==> src/rtl/tile_map_arbiter.sv <==
// Tile-map BRAM owner: fixed-latency renderer lookups, round-robin RMW for game writers,
// and a bulk FILL that rewrites every map word with the FILL_TILE pattern.
module tile_map_arbiter #(
  parameter int          N_WR       = 2,
  parameter int          MAP_W      = 20,
  parameter int          MAP_H      = 15,
  parameter int          ROW_STRIDE = 16,
  parameter int          ADDR_W     = 8,
  parameter logic [3:0]  FILL_TILE  = 4'h1
) (
  input  logic                i_Clk,
  input  logic                i_Rst_n,
  input  logic                i_rd_req,
  input  logic [4:0]          i_rd_x,
  input  logic [3:0]          i_rd_y,
  output logic                o_rd_valid,
  output logic [3:0]          o_rd_tile,
  input  logic [N_WR-1:0]     i_wr_valid,
  input  logic [5*N_WR-1:0]   i_wr_x,
  input  logic [4*N_WR-1:0]   i_wr_y,
  input  logic [4*N_WR-1:0]   i_wr_tile,
  output logic [N_WR-1:0]     o_wr_ready,
  output logic                o_wr_done,
  output logic                o_wr_err,
  input  logic                i_fill,
  output logic                o_fill_done,
  output logic                o_busy,
  output logic [ADDR_W-1:0]   o_bram_raddr,
  input  logic [15:0]         i_bram_rdata,
  output logic [ADDR_W-1:0]   o_bram_waddr,
  output logic [15:0]         o_bram_wdata,
  output logic                o_bram_we
);

  localparam int PW  = (N_WR > 1) ? $clog2(N_WR) : 1;
  localparam int WPR = (MAP_W + 3) / 4;

  typedef enum logic [2:0] {S_IDLE, S_RD_ISSUE, S_RD_WAIT, S_WRITE, S_FILL} state_t;

  function automatic logic [ADDR_W-1:0] cell_addr(input logic [4:0] x, input logic [3:0] y);
    return ADDR_W'(32'(y) * ROW_STRIDE + 32'(x >> 2));
  endfunction

  function automatic logic in_range(input logic [4:0] x, input logic [3:0] y);
    return (32'(x) < MAP_W) && (32'(y) < MAP_H);
  endfunction

  logic [4:0] wxa [N_WR];
  logic [3:0] wya [N_WR];
  logic [3:0] wta [N_WR];
  for (genvar k = 0; k < N_WR; k++) begin : g_unpack
    assign wxa[k] = i_wr_x[5*k +: 5];
    assign wya[k] = i_wr_y[4*k +: 4];
    assign wta[k] = i_wr_tile[4*k +: 4];
  end

  state_t            state_q, state_d;
  logic [PW-1:0]     ptr_q, ptr_d, gnt;
  logic              found;
  logic [4:0]        wx_q, wx_d;
  logic [3:0]        wy_q, wy_d, wt_q, wt_d;
  logic              fill_pend_q, fill_pend_d;
  logic [7:0]        fy_q, fy_d, fw_q, fw_d;
  logic [ADDR_W-1:0] waddr_q, waddr_d;
  logic [15:0]       wdata_q, wdata_d;
  logic              we_q, we_d, wr_done_q, wr_done_d, fill_done_q, fill_done_d;
  logic [N_WR-1:0]   wr_ready;
  logic              wr_err, issue;
  logic [3:0]        wsh, rsh;

  // Renderer pipeline: stage 1 holds nibble select, stage 2 is the registered result.
  logic       rv1_q, roob1_q, rd_valid_q;
  logic [1:0] rsel1_q;
  logic [3:0] rd_tile_q;

  assign rsh = {2'd3 - rsel1_q, 2'b00};
  assign wsh = {2'd3 - wx_q[1:0], 2'b00};

  always_ff @(posedge i_Clk) begin
    if (!i_Rst_n) begin
      rv1_q      <= 1'b0;
      roob1_q    <= 1'b0;
      rsel1_q    <= '0;
      rd_valid_q <= 1'b0;
      rd_tile_q  <= '0;
    end else begin
      rv1_q      <= i_rd_req;
      roob1_q    <= !in_range(i_rd_x, i_rd_y);
      rsel1_q    <= i_rd_x[1:0];
      rd_valid_q <= rv1_q;
      rd_tile_q  <= roob1_q ? 4'h0 : 4'(i_bram_rdata >> rsh);
    end
  end

  always_comb begin
    state_d     = state_q;
    ptr_d       = ptr_q;
    wx_d        = wx_q;
    wy_d        = wy_q;
    wt_d        = wt_q;
    fill_pend_d = fill_pend_q | i_fill;
    fy_d        = fy_q;
    fw_d        = fw_q;
    waddr_d     = waddr_q;
    wdata_d     = wdata_q;
    we_d        = 1'b0;
    wr_done_d   = 1'b0;
    fill_done_d = 1'b0;
    wr_ready    = '0;
    wr_err      = 1'b0;
    issue       = 1'b0;
    gnt         = '0;
    found       = 1'b0;
    for (int unsigned i = 0; i < N_WR; i++) begin
      if (!found && i_wr_valid[PW'((32'(ptr_q) + i) % N_WR)]) begin
        found = 1'b1;
        gnt   = PW'((32'(ptr_q) + i) % N_WR);
      end
    end
    case (state_q)
      S_IDLE: begin
        if (fill_pend_q || i_fill) begin
          state_d     = S_FILL;
          fill_pend_d = 1'b0;
          fy_d        = '0;
          fw_d        = '0;
        end else if (found) begin
          wr_ready[gnt] = 1'b1;
          wx_d          = wxa[gnt];
          wy_d          = wya[gnt];
          wt_d          = wta[gnt];
          ptr_d         = PW'((32'(gnt) + 1) % N_WR);
          if (in_range(wxa[gnt], wya[gnt])) state_d = S_RD_ISSUE;
          else                              wr_err  = 1'b1;
        end
      end
      S_RD_ISSUE: begin
        if (!i_rd_req) begin
          issue   = 1'b1;
          state_d = S_RD_WAIT;
        end
      end
      S_RD_WAIT: begin
        // Write port outputs are registered, so the merged word lands in the WRITE cycle.
        we_d      = 1'b1;
        wr_done_d = 1'b1;
        waddr_d   = cell_addr(wx_q, wy_q);
        wdata_d   = (i_bram_rdata & ~(16'hF << wsh)) | (16'(wt_q) << wsh);
        state_d   = S_WRITE;
      end
      S_WRITE: begin
        if (fill_pend_q || i_fill) begin
          state_d     = S_FILL;
          fill_pend_d = 1'b0;
          fy_d        = '0;
          fw_d        = '0;
        end else begin
          state_d = S_IDLE;
        end
      end
      S_FILL: begin
        fill_pend_d = 1'b0;
        we_d        = 1'b1;
        waddr_d     = ADDR_W'(32'(fy_q) * ROW_STRIDE + 32'(fw_q));
        wdata_d     = {4{FILL_TILE}};
        if (32'(fw_q) == WPR - 1) begin
          fw_d = '0;
          if (32'(fy_q) == MAP_H - 1) begin
            fill_done_d = 1'b1;
            state_d     = S_IDLE;
          end else begin
            fy_d = fy_q + 8'd1;
          end
        end else begin
          fw_d = fw_q + 8'd1;
        end
      end
      default: state_d = S_IDLE;
    endcase
  end

  always_ff @(posedge i_Clk) begin
    if (!i_Rst_n) begin
      state_q     <= S_IDLE;
      ptr_q       <= '0;
      wx_q        <= '0;
      wy_q        <= '0;
      wt_q        <= '0;
      fill_pend_q <= 1'b0;
      fy_q        <= '0;
      fw_q        <= '0;
      waddr_q     <= '0;
      wdata_q     <= '0;
      we_q        <= 1'b0;
      wr_done_q   <= 1'b0;
      fill_done_q <= 1'b0;
    end else begin
      state_q     <= state_d;
      ptr_q       <= ptr_d;
      wx_q        <= wx_d;
      wy_q        <= wy_d;
      wt_q        <= wt_d;
      fill_pend_q <= fill_pend_d;
      fy_q        <= fy_d;
      fw_q        <= fw_d;
      waddr_q     <= waddr_d;
      wdata_q     <= wdata_d;
      we_q        <= we_d;
      wr_done_q   <= wr_done_d;
      fill_done_q <= fill_done_d;
    end
  end

  always_comb begin
    o_bram_raddr = '0;
    if (i_Rst_n) begin
      if (i_rd_req)   o_bram_raddr = cell_addr(i_rd_x, i_rd_y);
      else if (issue) o_bram_raddr = cell_addr(wx_q, wy_q);
    end
  end

  assign o_wr_ready   = wr_ready & {N_WR{i_Rst_n}};
  assign o_wr_err     = wr_err & i_Rst_n;
  assign o_rd_valid   = rd_valid_q;
  assign o_rd_tile    = rd_tile_q;
  assign o_wr_done    = wr_done_q;
  assign o_fill_done  = fill_done_q;
  assign o_busy       = (state_q != S_IDLE) || fill_pend_q;
  assign o_bram_waddr = waddr_q;
  assign o_bram_wdata = wdata_q;
  assign o_bram_we    = we_q;

endmodule
==> config.mk <==
export PLATFORM = sky130hd
export DESIGN_NAME = tile_map_arbiter
export DESIGN_NICKNAME = d
export VERILOG_FILES = /design/src/rtl/tile_map_arbiter.sv
export SDC_FILE = /design/constraint.sdc
export NUM_CORES = 1
export LEC_CHECK = 0
export ABC_AREA = 1
export CAP_MARGIN = 15
export CORE_ASPECT_RATIO = 0.9
export CORE_MARGIN = 4
export CORE_UTILIZATION = 35
export CTS_CLUSTER_DIAMETER = 50
export DETAILED_ROUTE_END_ITERATION = 6
export PLACE_DENSITY = 0.66
export SYNTH_ARGS = -nofsm -noshare
export SYNTH_HDL_FRONTEND = slang
export SYNTH_SLANG_ARGS = --single-unit
==> constraint.sdc <==
create_clock -name i_Clk -period 3.3 [get_ports i_Clk]
set_input_delay 0.33 -clock i_Clk [delete_from_list [all_inputs] [get_ports i_Clk]]
set_output_delay 0.33 -clock i_Clk [all_outputs]
set_load 0.01 [all_outputs]
==> report_table.html <==
<table>
<tr><th>Metric</th><th>Value</th></tr>
<tr><th colspan="2">Setup path</th></tr>
<tr><td>Crit. End Element</td><td>primary output</td></tr>
<tr><td>Cell with the most instances on the worst path</td><td>sky130_fd_sc_hd__clkdlybuf4s50_1</td></tr>
<tr><td>Arrival time of data at the critical path endpoint</td><td>2.38 ns</td></tr>
<tr><td>Slowest cell on the critical path</td><td>sky130_fd_sc_hd__clkdlybuf4s50_1</td></tr>
<tr><td>Cells on worst reg2reg path</td><td>9</td></tr>
<tr><td>Worst setup path category</td><td>primary input to primary output</td></tr>
<tr><td>Worst r2r src</td><td>state_q[1]</td></tr>
<tr><td>Critical path fanouts, max</td><td>16</td></tr>
<tr><td>Worst setup path startpoint</td><td>i_Rst_n</td></tr>
<tr><td>Largest delay share family, worst path</td><td>buffers and inverters</td></tr>
<tr><td>Chain of cells forming the critical path</td><td>clkdlybuf4s50_1 &gt; inv_1 &gt; nor3_2 &gt; inv_2 &gt; a21oi_1 &gt; clkdlybuf4s50_1</td></tr>
<tr><td>Buffers &amp; Inverters on Critical Path</td><td>4</td></tr>
<tr><td>Setup slack, reg-to-reg</td><td>between 1.5 and 2 ns</td></tr>
<tr><td>End of the worst register-to-register path</td><td>fy_q[1]</td></tr>
<tr><td>Startpoint type of the worst setup path</td><td>primary input</td></tr>
<tr><td>Critical Path RT</td><td>2.97 ns</td></tr>
<tr><td>Maximum single-stage delay on the critical path</td><td>about 0.86 ns</td></tr>
<tr><th colspan="2">Clock network</th></tr>
<tr><td>Clock tree from TritonCTS</td><td>yes</td></tr>
<tr><td>Cts-stage hold buffer count</td><td>0</td></tr>
<tr><td>CTS H-Tree Depth</td><td>3</td></tr>
<tr><td>Postcts setup bufs</td><td>0</td></tr>
<tr><td>Clk pin slew, worst setup/hold paths</td><td>0.05 ns</td></tr>
<tr><td>Clock latency on the worst-skew pair</td><td>between 0.3 and 0.4 ns</td></tr>
<tr><td>Buffers from clock root to sink, at most</td><td>2</td></tr>
<tr><td>CTS buffer count</td><td>9</td></tr>
<tr><td>Clock root buffer</td><td>sky130_fd_sc_hd__clkbuf_16</td></tr>
<tr><td>Clock sink count</td><td>70</td></tr>
<tr><td>Total of cells resized after clock tree synthesis</td><td>0</td></tr>
<tr><th colspan="2">Timing</th></tr>
<tr><td>Worst max-slew margin expressed relative to the limit</td><td>0.592</td></tr>
<tr><td>Final Cycle Share</td><td>0.821</td></tr>
<tr><td>Setup repair after global routing missed its margin</td><td>no</td></tr>
<tr><td>Post-route setup TNS</td><td>0 ns</td></tr>
<tr><td>Final-layout worst hold slack</td><td>0.411 ns</td></tr>
<tr><td>Hold violation count in the final report</td><td>0</td></tr>
<tr><td>Final setup violating endpoints</td><td>0</td></tr>
<tr><td>Min Clock Period, post-route</td><td>about 2.7 ns</td></tr>
<tr><td>Final clock skew</td><td>0.00829 ns</td></tr>
<tr><td>Max Transition Viols Final</td><td>0</td></tr>
<tr><td>Timing-limited maximum frequency</td><td>roughly 0.37 GHz</td></tr>
<tr><td>Worst-margin pin slew</td><td>between 0.6 and 0.7 ns</td></tr>
<tr><th colspan="2">GRT</th></tr>
<tr><td>Number of antenna violations at the first check in global routing</td><td>0</td></tr>
<tr><td>Final global-route overflow total</td><td>0</td></tr>
<tr><td>Total routing usage reported by global routing</td><td>0.175</td></tr>
<tr><td>Global-route wire length before repair</td><td>~17 mm</td></tr>
<tr><td>Via count of the first global-routing pass</td><td>about 3,600</td></tr>
<tr><td>Pin count of the biggest net entering global routing</td><td>37</td></tr>
<tr><th colspan="2">Placed design</th></tr>
<tr><td>Detail Placement HPWL</td><td>8.09 mm</td></tr>
<tr><td>Cell count after placement</td><td>729</td></tr>
<tr><td>Instance area after placement</td><td>roughly 0.0048 sq mm</td></tr>
<tr><td>Count of port buffers added during placement</td><td>between 90 and 100</td></tr>
<tr><td>RD Place Congestion</td><td>between 0.9 and 1</td></tr>
<tr><th colspan="2">Status</th></tr>
<tr><td>Outcome</td><td>completed</td></tr>
<tr><th colspan="2">Synth</th></tr>
<tr><td>Mean post-synth cell area</td><td>just over 7 sq um</td></tr>
<tr><td>Synth top area cells</td><td>sky130_fd_sc_hd__dfxtp_1, sky130_fd_sc_hd__nand2_1, sky130_fd_sc_hd__a21oi_1</td></tr>
<tr><td>Synth Cell Area</td><td>around 0.0037 sq mm</td></tr>
<tr><td>Post-Synthesis Net Count</td><td>585</td></tr>
<tr><td>Area share of the leading cell type in the synthesized netlist</td><td>0.376</td></tr>
<tr><td>Post-synthesis instance total</td><td>520</td></tr>
<tr><td>Number of unique standard cell types used by synthesis</td><td>between 40 and 50</td></tr>
<tr><td>Flop and latch count out of synthesis</td><td>70</td></tr>
<tr><td>Fraction of the yosys area taken by sequential cells</td><td>0.376</td></tr>
<tr><td>Most common library cells after synthesis</td><td>sky130_fd_sc_hd__nand2_1, sky130_fd_sc_hd__dfxtp_1, sky130_fd_sc_hd__inv_1</td></tr>
<tr><td>Leading cell type by number of instances after synthesis</td><td>sky130_fd_sc_hd__nand2_1</td></tr>
<tr><td>Most used flip-flop cell after synthesis</td><td>sky130_fd_sc_hd__dfxtp_1</td></tr>
<tr><td>Number of enable-type register cells in the synthesized netlist</td><td>0</td></tr>
<tr><td>Async SR Flop Fraction</td><td>0</td></tr>
<tr><td>Yosys synthesis warning count</td><td>0</td></tr>
<tr><td>Post-synthesis cell type with the largest combined area</td><td>sky130_fd_sc_hd__dfxtp_1</td></tr>
<tr><th colspan="2">Cells and area</th></tr>
<tr><td>Antenna fix cells</td><td>0</td></tr>
<tr><td>Non-filler cells in the finished layout</td><td>around 740</td></tr>
<tr><td>Final cell area excluding filler cells</td><td>~0.0051 sq mm</td></tr>
<tr><td>Final core utilization</td><td>0.491</td></tr>
<tr><td>Final #Nets</td><td>676</td></tr>
<tr><td>Post-synthesis to final-layout area growth</td><td>36.1%</td></tr>
<tr><td>Number of fill cells in the layout</td><td>just under 1,000</td></tr>
<tr><td>Fraction of final layout cells with drive strength greater than 1</td><td>0.0797</td></tr>
<tr><th colspan="2">Power</th></tr>
<tr><td>Maximum vdd drop</td><td>about 270 uV</td></tr>
<tr><td>Power per Cell Area</td><td>between 600 and 700 mW/mm^2</td></tr>
<tr><td>Leak</td><td>between 2 and 2.5 nW</td></tr>
<tr><th colspan="2">Floorplanning</th></tr>
<tr><td>I/O pin cnt</td><td>101</td></tr>
<tr><td>Cell row count</td><td>35</td></tr>
<tr><td>Initial core utilization</td><td>0.361</td></tr>
<tr><td>Core outline area</td><td>between 0.01 and 0.015 sq mm</td></tr>
<tr><td>Floorplan die width</td><td>around 120 um</td></tr>
<tr><td>Die Span Y</td><td>~110 um</td></tr>
<tr><td>Die area</td><td>~0.012 sq mm</td></tr>
<tr><th colspan="2">Job</th></tr>
<tr><td>Max-capacitance violation count</td><td>0</td></tr>
<tr><th colspan="2">Route</th></tr>
<tr><td>Average wire per standard cell</td><td>14.4 um</td></tr>
<tr><td>Number of nets still failing antenna checks after routing</td><td>0</td></tr>
<tr><td>Total length of routed wires</td><td>~11 mm</td></tr>
<tr><td>Post-route DRC violation count</td><td>0</td></tr>
<tr><td>Detailed Routing Iterations Pass 1</td><td>5</td></tr>
<tr><td>Total vias in the final route</td><td>3,769</td></tr>
<tr><td>1st-iter DRT viols</td><td>about 320</td></tr>
<tr><td>Mean number of vias per cell</td><td>roughly 5.1</td></tr>
<tr><th colspan="2">Min path</th></tr>
<tr><td>Hold crit path type</td><td>flop to flop</td></tr>
<tr><td>Hold path cells</td><td>2</td></tr>
<tr><td>Endpoint with the worst hold slack</td><td>o_rd_valid</td></tr>
<tr><td>Hold Path Origin</td><td>rv1_q</td></tr>
</table>
stage by stage:
step                setup slack (ns)  power, W
floorplan                       1.79   0.00199
global placement               0.615   0.00234
detailed placement             0.595   0.00235
CTS                            0.589   0.00335
global route                   0.451   0.00355
finish                         0.590   0.00332
cells by family after synthesis:
| family | count (synthesis) | share of synthesized area |
|---|---|---|
| AO/OA/AOI/OAI | 123 | 0.190 |
| other | 1 | 0.00101 |
| buffers and inverters | 88 | 0.104 |
| adder cells (fa/ha/maj) | 8 | 0.0289 |
| XOR/XNOR | 9 | 0.0212 |
| flip-flops | 70 | 0.376 |
| AND/OR/NAND/NOR | 221 | 0.278 |
sequential cells by signal, indices dropped and copies added (netlist names):
name	flops
fill_pend_q	1
fw_q	8
fy_q	8
o_bram_waddr	8
o_bram_wdata	16
o_bram_we	1
o_fill_done	1
o_rd_tile	4
o_rd_valid	1
o_wr_done	1
ptr_q	1
roob1_q	1
rsel1_q	2
rv1_q	1
state_q	3
wt_q	4
wx_q	5
wy_q	4
area by class of cell:
type / count / area (sq um) / area share
multi-input combinational: 362 / 1940 / 0.382
sequential: 70 / 1400 / 0.276
timing repair buffer: 102 / 1010 / 0.200
clock buffer: 12 / 267 / 0.0525
inverter: 66 / 250 / 0.0493
tap: 129 / 161 / 0.0318
clock inverter: 3 / 42.5 / 0.00839
power by group:
part / leakage (nW) / switching [W] / internal [W]
clock network: 0.151 / 0.000344 / 0.000641
logic: 1.37 / 0.000758 / 0.000465
registers: 0.571 / 0.000128 / 0.000988
worst register-to-register path, delay by kind of cell, from the launching register on:
family / cells / cell delay [ns]
simple gates: 7 / 0.88
buf+inv: 1 / 0.18
compound gates: 1 / 0.07
flops: 1 / 0.44
cells in the final DEF (no fill, tap or decap), types with 4 or more instances in the layout:
| cell | synthesis | routed |
|---|---|---|
| sky130_fd_sc_hd__nand2_1 | 121 | 121 |
| sky130_fd_sc_hd__clkdlybuf4s50_1 | 0 | 99 |
| sky130_fd_sc_hd__dfxtp_1 | 70 | 70 |
| sky130_fd_sc_hd__inv_1 | 60 | 60 |
| sky130_fd_sc_hd__a21oi_1 | 47 | 47 |
| sky130_fd_sc_hd__o21ai_0 | 36 | 36 |
| sky130_fd_sc_hd__nor2_1 | 36 | 36 |
| sky130_fd_sc_hd__nand3_1 | 29 | 29 |
| sky130_fd_sc_hd__a31oi_1 | 10 | 10 |
| sky130_fd_sc_hd__clkbuf_16 | 0 | 9 |
| sky130_fd_sc_hd__o22ai_1 | 8 | 8 |
| sky130_fd_sc_hd__ha_1 | 7 | 7 |
| sky130_fd_sc_hd__a32o_1 | 6 | 6 |
| sky130_fd_sc_hd__inv_2 | 5 | 5 |
| sky130_fd_sc_hd__nand2_4 | 5 | 5 |
| sky130_fd_sc_hd__nand3b_1 | 5 | 5 |
| sky130_fd_sc_hd__xnor2_1 | 5 | 5 |
| sky130_fd_sc_hd__o21ai_1 | 5 | 5 |
| sky130_fd_sc_hd__nor3_1 | 4 | 4 |
| sky130_fd_sc_hd__nand2_2 | 4 | 4 |
| sky130_fd_sc_hd__xor2_1 | 4 | 4 |
| sky130_fd_sc_hd__o211ai_1 | 4 | 4 |
layer usage:
layer  GRT usage  routed length (um)  share of wire
met4      0.0565                 206          0.019
met5           0                   0              0
met1       0.233                4960           0.46
met2       0.272                4830           0.45
met3      0.0471                 728          0.068
worst max path at each step:
stage,to,slack [ns],cells past startpoint
floorplan,o_wr_err,1.79,8
global placement,o_wr_ready[0],0.62,6
detailed placement,o_wr_err,0.59,6
CTS,o_wr_err,0.59,6
global route,o_wr_ready[0],0.45,6
finish,o_wr_err,0.59,6
Power figures use the tool's default switching activity.
